===== config.mk =====
export PLATFORM = sky130hd
export DESIGN_NAME = fetch_unit
export DESIGN_NICKNAME = d
export VERILOG_FILES = /design/src/rtl/fetch_unit.sv
export SDC_FILE = /design/constraint.sdc
export NUM_CORES = 1
export LEC_CHECK = 0
export ABC_AREA = 1
export CORE_MARGIN = 2
export CORE_UTILIZATION = 52
export CTS_CLUSTER_DIAMETER = 80
export DETAILED_ROUTE_END_ITERATION = 8
export PLACE_DENSITY = 0.81
export SYNTH_ARGS = -nofsm -noshare
export SYNTH_HDL_FRONTEND = slang
export SYNTH_SLANG_ARGS = --single-unit

===== constraint.sdc =====
create_clock -name clk -period 3.48 [get_ports clk]
set_input_delay 0.696 -clock clk [delete_from_list [all_inputs] [get_ports clk]]
set_output_delay 0.696 -clock clk [all_outputs]
set_load 0.03 [all_outputs]

===== src/rtl/fetch_unit.sv =====
// rtl/fetch_unit.sv - instruction fetch unit with branch/jump redirect and fetch timeout
//
// Purpose: fetches one instruction at a time from instruction memory, presents
// it downstream together with its address, and computes the next fetch address
// from the consumed instruction (sequential, branch, jump, or register jump).
// A misaligned next address or an unanswered request raises a sticky fault and
// parks the unit in a terminal error state until reset.
//
// Ports:
//   clk, rst_n          clock, asynchronous active-low reset
//   stall               downstream not ready; hold the presented instruction
//   branch_en           presented instruction is a taken branch
//   jump_en             presented instruction is j/jal
//   jump_reg_en         presented instruction is jr/jalr (target in rs_data)
//   rs_data             register target for jump_reg_en
//   imem_req/imem_addr  instruction memory read request and address
//   imem_ack/imem_rdata read response strobe and instruction word
//   pc, instr           address and word of the presented instruction
//   instr_valid         pc/instr hold a valid instruction
//   fetch_err           sticky fault flag
//   instr_count         number of consumed instructions (wraps)

module fetch_unit #(
  parameter logic [31:0] RESET_PC = 32'h0000_0000,
  parameter int unsigned TIMEOUT  = 255
) (
  input  logic        clk,
  input  logic        rst_n,
  input  logic        stall,
  input  logic        branch_en,
  input  logic        jump_en,
  input  logic        jump_reg_en,
  input  logic [31:0] rs_data,
  output logic        imem_req,
  output logic [31:0] imem_addr,
  input  logic        imem_ack,
  input  logic [31:0] imem_rdata,
  output logic [31:0] pc,
  output logic [31:0] instr,
  output logic        instr_valid,
  output logic        fetch_err,
  output logic [31:0] instr_count
);

  // Timeout counter only needs to reach TIMEOUT-1.
  localparam int unsigned CW = (TIMEOUT > 1) ? $clog2(TIMEOUT) : 1;
  localparam logic [CW-1:0] TMO_LAST = CW'(TIMEOUT - 1);

  typedef enum logic [1:0] {
    IDLE   = 2'd0,
    FETCH  = 2'd1,
    DECODE = 2'd2,
    ERROR  = 2'd3
  } state_t;

  state_t        state_q;
  logic          imem_req_q;
  logic [31:0]   imem_addr_q;
  logic [31:0]   pc_q;
  logic [31:0]   instr_q;
  logic          instr_valid_q;
  logic          fetch_err_q;
  logic [31:0]   instr_count_q;
  logic [CW-1:0] tmo_q;

  logic [31:0]   pc_plus4;
  logic [31:0]   branch_off;
  logic [31:0]   next_addr_d;

  assign pc_plus4   = pc_q + 32'd4;
  // Sign-extended 16-bit word offset, scaled to bytes.
  assign branch_off = {{14{instr_q[15]}}, instr_q[15:0], 2'b00};

  // Redirect priority: register jump, absolute jump, taken branch, sequential.
  always_comb begin
    next_addr_d = pc_plus4;
    if (jump_reg_en) begin
      next_addr_d = rs_data;
    end else if (jump_en) begin
      next_addr_d = {pc_plus4[31:28], instr_q[25:0], 2'b00};
    end else if (branch_en) begin
      next_addr_d = pc_plus4 + branch_off;
    end
  end

  always_ff @(posedge clk or negedge rst_n) begin
    if (!rst_n) begin
      state_q       <= IDLE;
      imem_req_q    <= 1'b0;
      imem_addr_q   <= RESET_PC;
      pc_q          <= 32'h0;
      instr_q       <= 32'h0;
      instr_valid_q <= 1'b0;
      fetch_err_q   <= 1'b0;
      instr_count_q <= 32'h0;
      tmo_q         <= '0;
    end else begin
      case (state_q)
        IDLE: begin
          state_q    <= FETCH;
          imem_req_q <= 1'b1;
          tmo_q      <= '0;
        end

        FETCH: begin
          // An ack on the last tolerated cycle still wins over the timeout.
          if (imem_ack) begin
            pc_q          <= imem_addr_q;
            instr_q       <= imem_rdata;
            instr_valid_q <= 1'b1;
            imem_req_q    <= 1'b0;
            tmo_q         <= '0;
            state_q       <= DECODE;
          end else if (tmo_q == TMO_LAST) begin
            fetch_err_q <= 1'b1;
            imem_req_q  <= 1'b0;
            state_q     <= ERROR;
          end else begin
            tmo_q <= tmo_q + 1'b1;
          end
        end

        DECODE: begin
          if (!stall) begin
            instr_count_q <= instr_count_q + 32'd1;
            instr_valid_q <= 1'b0;
            // A misaligned target is never issued to memory.
            if (next_addr_d[1:0] != 2'b00) begin
              fetch_err_q <= 1'b1;
              imem_req_q  <= 1'b0;
              state_q     <= ERROR;
            end else begin
              imem_addr_q <= next_addr_d;
              imem_req_q  <= 1'b1;
              tmo_q       <= '0;
              state_q     <= FETCH;
            end
          end
        end

        ERROR: begin
          imem_req_q    <= 1'b0;
          instr_valid_q <= 1'b0;
        end

        default: begin
          state_q <= IDLE;
        end
      endcase
    end
  end

  assign imem_req    = imem_req_q;
  assign imem_addr   = imem_addr_q;
  assign pc          = pc_q;
  assign instr       = instr_q;
  assign instr_valid = instr_valid_q;
  assign fetch_err   = fetch_err_q;
  assign instr_count = instr_count_q;

endmodule


**Word level (Yosys, flattened, before mapping)**

Cells that the tools add are included.

- Register bits after elaboration: 141
- Output and inout port bits: 131

- Reduce and logical (&&, ||, !) cells: 13
- Mux-type cells: 26
- Eq/ne operators: 12
- Add/sub/neg operators: 4
- Bitwise operators: 2

Operators by type and width:

| kind | number |
|---|---|
| 32-bit two-way mux | 3 |
| 32-bit by 1-bit adder with 32-bit output (second input constant) | 1 |
| 32-bit by 3-bit adder with 32-bit output (second input constant) | 1 |
| 32-bit adder | 1 |
| 8-bit two-way mux | 4 |
| 8-bit case mux with 3 select lines | 1 |
| 2-bit inequality test (second input constant) | 6 |
| 1-bit two-way mux | 10 |
| 3-bit AND reduction | 3 |
| 8-bit by 1-bit adder with 8-bit output (second input constant) | 1 |
| 8-bit == test (second input constant) | 1 |
| 2-bit two-way mux | 4 |
| 3-bit inequality test (second input constant) | 2 |
| 2-bit case mux with 3 select lines | 1 |
| 2-bit AND reduction | 3 |
| 3-bit nonzero test | 2 |
| 5-bit AND reduction | 1 |
| 2-bit == test (second input constant) | 2 |
| 1-bit case mux with 4 select lines | 1 |
| 4-bit AND reduction | 1 |
| 2-bit nonzero test | 2 |
| 1-bit case mux with 3 select lines | 1 |
| 2-bit by 1-bit == test with 1-bit output (second input constant) | 1 |
| 2-bit logical NOT | 1 |
| 2 further kinds | 3 |

**Depth between registers and ports, before layout**

- Depth in word-level cells: 9
- Depth in mapped cells: 24

**Worst setup path after synthesis**

Ideal clock, no wire load.

- Path type: reg-to-reg
- Start: register pc_q[2], in the netlist pc[2]
- End: register imem_addr_q[31], in the netlist imem_addr[31]
- Setup slack: 587 ps
- Cell stages (with the launch flop): 23
- Clock period less this slack: 2893 ps
- Arrival: 2776 ps
- Path buffers: 0
- Cells stage by stage: dfrtp_1 ha_1 nand2_1 nor2_2 nand3_1 nor2_2 nand2_1 and2_1 ha_1 a21oi_1 inv_1 nor2_1 nand2_1 nand2_1 nand2_1 inv_1 nand2_1 inv_1 nand2_1 nand3_1 nand2_1 nand2_1 nand2_1

- Longest elaborated chain between the ends: 5

Ends and longest elaborated chain:

| item | line | RTL |
|---|---|---|
| start: declaration | 59 | `logic [31:0] pc_q;` |
| start signal: assignment | 108 | `pc_q <= imem_addr_q;` |
| 32-bit by 3-bit adder with 32-bit output * | 70 | `assign pc_plus4 = pc_q + 32'd4;` |
| 32-bit adder | 82 | `next_addr_d = pc_plus4 + branch_off;` |
| 32-bit two-way mux | 81 | `end else if (branch_en) begin` |
| 32-bit two-way mux * | 79 | `end else if (jump_en) begin` |
| 32-bit two-way mux * | 77 | `if (jump_reg_en) begin` |
| end signal: assignment | 133 | `imem_addr_q <= next_addr_d;` |
| end: declaration | 58 | `logic [31:0] imem_addr_q;` |

Every way passes the cells marked *; elsewhere a longest branch is shown, timed or not.
A chain may end at the register's enable or synchronous reset.

**Final worst setup path**

- Start: register pc_q[3], in the netlist pc[3]
- End: register imem_addr_q[24], in the netlist imem_addr[24]

- Longest elaborated chain between the ends: 5

Ends and longest elaborated chain:

| item | line |
|---|---|
| 32-bit by 3-bit adder with 32-bit output * | 70 |
| 32-bit adder | 82 |
| 32-bit two-way mux * | 81 |
| 32-bit two-way mux * | 79 |
| 32-bit two-way mux * | 77 |

Marks and branches as above.

==> impl_metrics.tcl <==
set metrics [dict create \
    dieWidth_um 140 \
    cts_num_sinks 141 \
    max_freq_mhz 307 \
    cts-hold-fix-buffers 0 \
    path_max_fanout 5 \
    drtIter0Drc 1075 \
    relSlewSlack_pct 50.4 \
    r2r_setup_slack_ns 0.22 \
    die_y_um 140 \
    path_delay_family "simple AND/OR/NAND/NOR gates" \
    finalSetupViolCount 0 \
    drc 0 \
    critical_path_class "reg -> reg" \
    syn_nets 1550 \
    post-route-min-period_ns 3.26 \
    cpMaxStageDelayCell "dfrtp_1" \
    core_um2 18100 \
    dominantRegCellSynth "dfrtp_1" \
    rr_worst_depth 17 \
    ant_nets 0 \
    ys_types 43 \
    cts_inserted_buffers 17 \
    tightest_slew_ns 0.745 \
    io_pins 202 \
    wl_per_cell_um 18.3 \
    drt-total-wl_mm 34.6 \
    p_total_mw 11.8 \
    io_buffers 201 \
    drv_cap 0 \
    synthXorXnorAreaFrac_pct 5.17 \
    synth_top_family_by_area "simple AND/OR/NAND/NOR gates" \
    p_per_area_nw_per_um2 934 \
    tns_ns 0 \
    final_common_cell "nand2_1" \
    synthSimpleGateAreaFrac_pct 34.8 \
    area_growth_pct 31.0 \
    worst_path_largest_cell_delay_ns 0.44 \
    clk_pin_slew_ns 0.07 \
    status "finished, final reports clean" \
    synth_seq_cells 141 \
    hp-class "in -> async" \
    grt.total_usage_pct 35.4 \
    async_flop_share_pct 100 \
    std_cell_rows 49 \
    viasPerCell 5.48 \
    synth_fa_ha_area_share_pct 5.78 \
    reg2reg_from "pc[3]" \
    syn_inst 1435 \
    p_leak_nw 6.36 \
    r2r_end "imem_addr[24]" \
    worst_setup_path_end_kind "flop" \
    grt_overflow 0 \
    synth-edff-count 0 \
    cts_resized 0 \
    crit_path_start_kind "flop" \
    fin_nets 1767 \
    finalClockSkew_ns 0.00765 \
    ys.warnings.count 0 \
    cts_root_buffer "clkbuf_16" \
    ir_worst_vdd_uv 479 \
    grt_pass1_vias 9985 \
    vias 10400 \
    cp.arrival_ns 3.59 \
    clockBufferDepth 2 \
    ys_seq_area_share_pct 36.6 \
    worstSkewPairLatency_ns 0.44 \
    drv_slew 0 \
    drt-pass1-iter-count 6 \
    antenna_found_initial 0 \
    grt_pass1_wl_mm 53.6 \
    path_buf_inv 0 \
    cp_cell_sequence "ha_1, nand2_1, nor2_4, nand3_1, nor2_2, nand2_1, and2_1, ha_1, nand2_1, o21ai_0, a21oi_1, nand4_1, nand3_1, nand2_1, nand2_1, nand2_1, nand2_1" \
    dpl.hpwl_mm 26.4 \
    mostFrequentLayoutCells "nand2_1, clkdlybuf4s50_1, inv_1, nor2_1, dfrtp_1" \
    grt_start_max_net_pins 78 \
    critical_path.most_common_cell "nand2_1" \
    place_congestion 1.09 \
    synth_mux_area_share_pct 0 \
    required_ns 3.81 \
    syn_avg_cell_area_um2 6.73 \
    synth-compound-area-share_pct 9.45 \
    rsz0062_at_grt "yes" \
    diodes 0 \
    finalCritPeriodShare_pct 93.7 \
    htreeDepth 4 \
    initial_core_util_pct 53.4 \
    syn_area_um2 9650 \
    final-hold-violation-count 0 \
    cts_setup_buffers 0 \
    dieArea_um2 19700 \
    cts_tree "built" \
    drive_gt1_share_pct 5.77 \
]
-- logic make-up (layout without fill, tap and decap cells) --
logic type	after synthesis	in the layout
and+or+nand+nor	813	813
DFF	141	141
xor gates and xnor gates	57	57
buffers and inverters	210	440
AOI/OAI and AO/OA	170	170
adders and majority gates	44	44
-- metrics by stage --
| step | instances | util, % | worst slack (ns) | instance area, µm² | hold slack [ns] |
|---|---|---|---|---|---|
| floorplan | 1435 | - | 0.587 | 9650 | 0.400 |
| global placement | 1862 | 66.7 | 0.311 | 12100 | 0.459 |
| global route | 1894 | 69.9 | -0.0283 | 12600 | 0.342 |
| CTS | 1894 | 69.8 | 0.158 | 12600 | 0.307 |
| detailed placement | 1862 | 66.7 | 0.186 | 12100 | 0.462 |
| finish | 1894 | 69.9 | 0.218 | 12600 | 0.287 |
-- layer usage --
metal | vias up | GRT usage [%] | routed length [µm]
met5 | - | 0 | 0
met4 | 0 | 12.1 | 1030
met3 | 78 | 13.0 | 4340
met2 | 522 | 53.9 | 15200
met1 | 4800 | 46.9 | 14100
li1 | 4978 | - | -
-- sequential cells by signal, indices dropped and copies added (netlist names) --
register     flops
instr           32
imem_req         1
state_q          2
instr_count     32
imem_addr       32
instr_valid      1
tmo_q            8
pc              32
fetch_err        1
-- cells in the mapped netlist (3+ instances only) --
library cell | number | area share [%]
nand2_1 | 520 | 20
inv_1 | 173 | 6.7
nor2_1 | 142 | 5.5
dfrtp_1 | 141 | 37
o21ai_0 | 76 | 3.9
nand3_1 | 75 | 3.9
a21oi_1 | 67 | 3.5
ha_1 | 43 | 5.6
xor2_1 | 37 | 3.4
clkbuf_1 | 26 | 1.0
nor3_1 | 24 | 1.2
xnor2_1 | 20 | 1.8
nand4_1 | 15 | 0.97
o211ai_1 | 7 | 0.54
and2_1 | 6 | 0.39
nor2_2 | 6 | 0.39
nor4_1 | 6 | 0.39
nand2_2 | 5 | 0.32
buf_1 | 4 | 0.16
a21o_1 | 3 | 0.23
buf_2 | 3 | 0.16
nand3b_1 | 3 | 0.23
nor2_4 | 3 | 0.35
o21bai_1 | 3 | 0.23
o22ai_1 | 3 | 0.19
o31ai_1 | 3 | 0.23
or2_2 | 3 | 0.19
-- power breakdown --
part           switching, mW  internal (mW)
logic                   4.49           2.57
clock network          0.840          0.935
registers              0.752           2.23
-- worst max path at each step --
stage / endpoint / depth (start not counted) / startpoint / slack (ns)
finish: imem_addr[24] / 17 / pc[3] / 0.22
global route: imem_addr[26] / 19 / pc[3] / -0.03
CTS: imem_addr[26] / 19 / pc[2] / 0.16
detailed placement: imem_addr[26] / 19 / pc[2] / 0.19
global placement: imem_addr[26] / 19 / pc[2] / 0.31
floorplan: imem_addr[31] / 22 / pc[2] / 0.59
-- cell type report --
class,instances,area (µm²)
sequential,141,3530
clock buffer,17,425
fill,1531,5440
timing repair buffer,231,2250
clock inverter,15,131
tap,229,287
inverter,177,666
multi-input combinational,1084,5360
No activity file was read; power rests on OpenSTA's default activity.
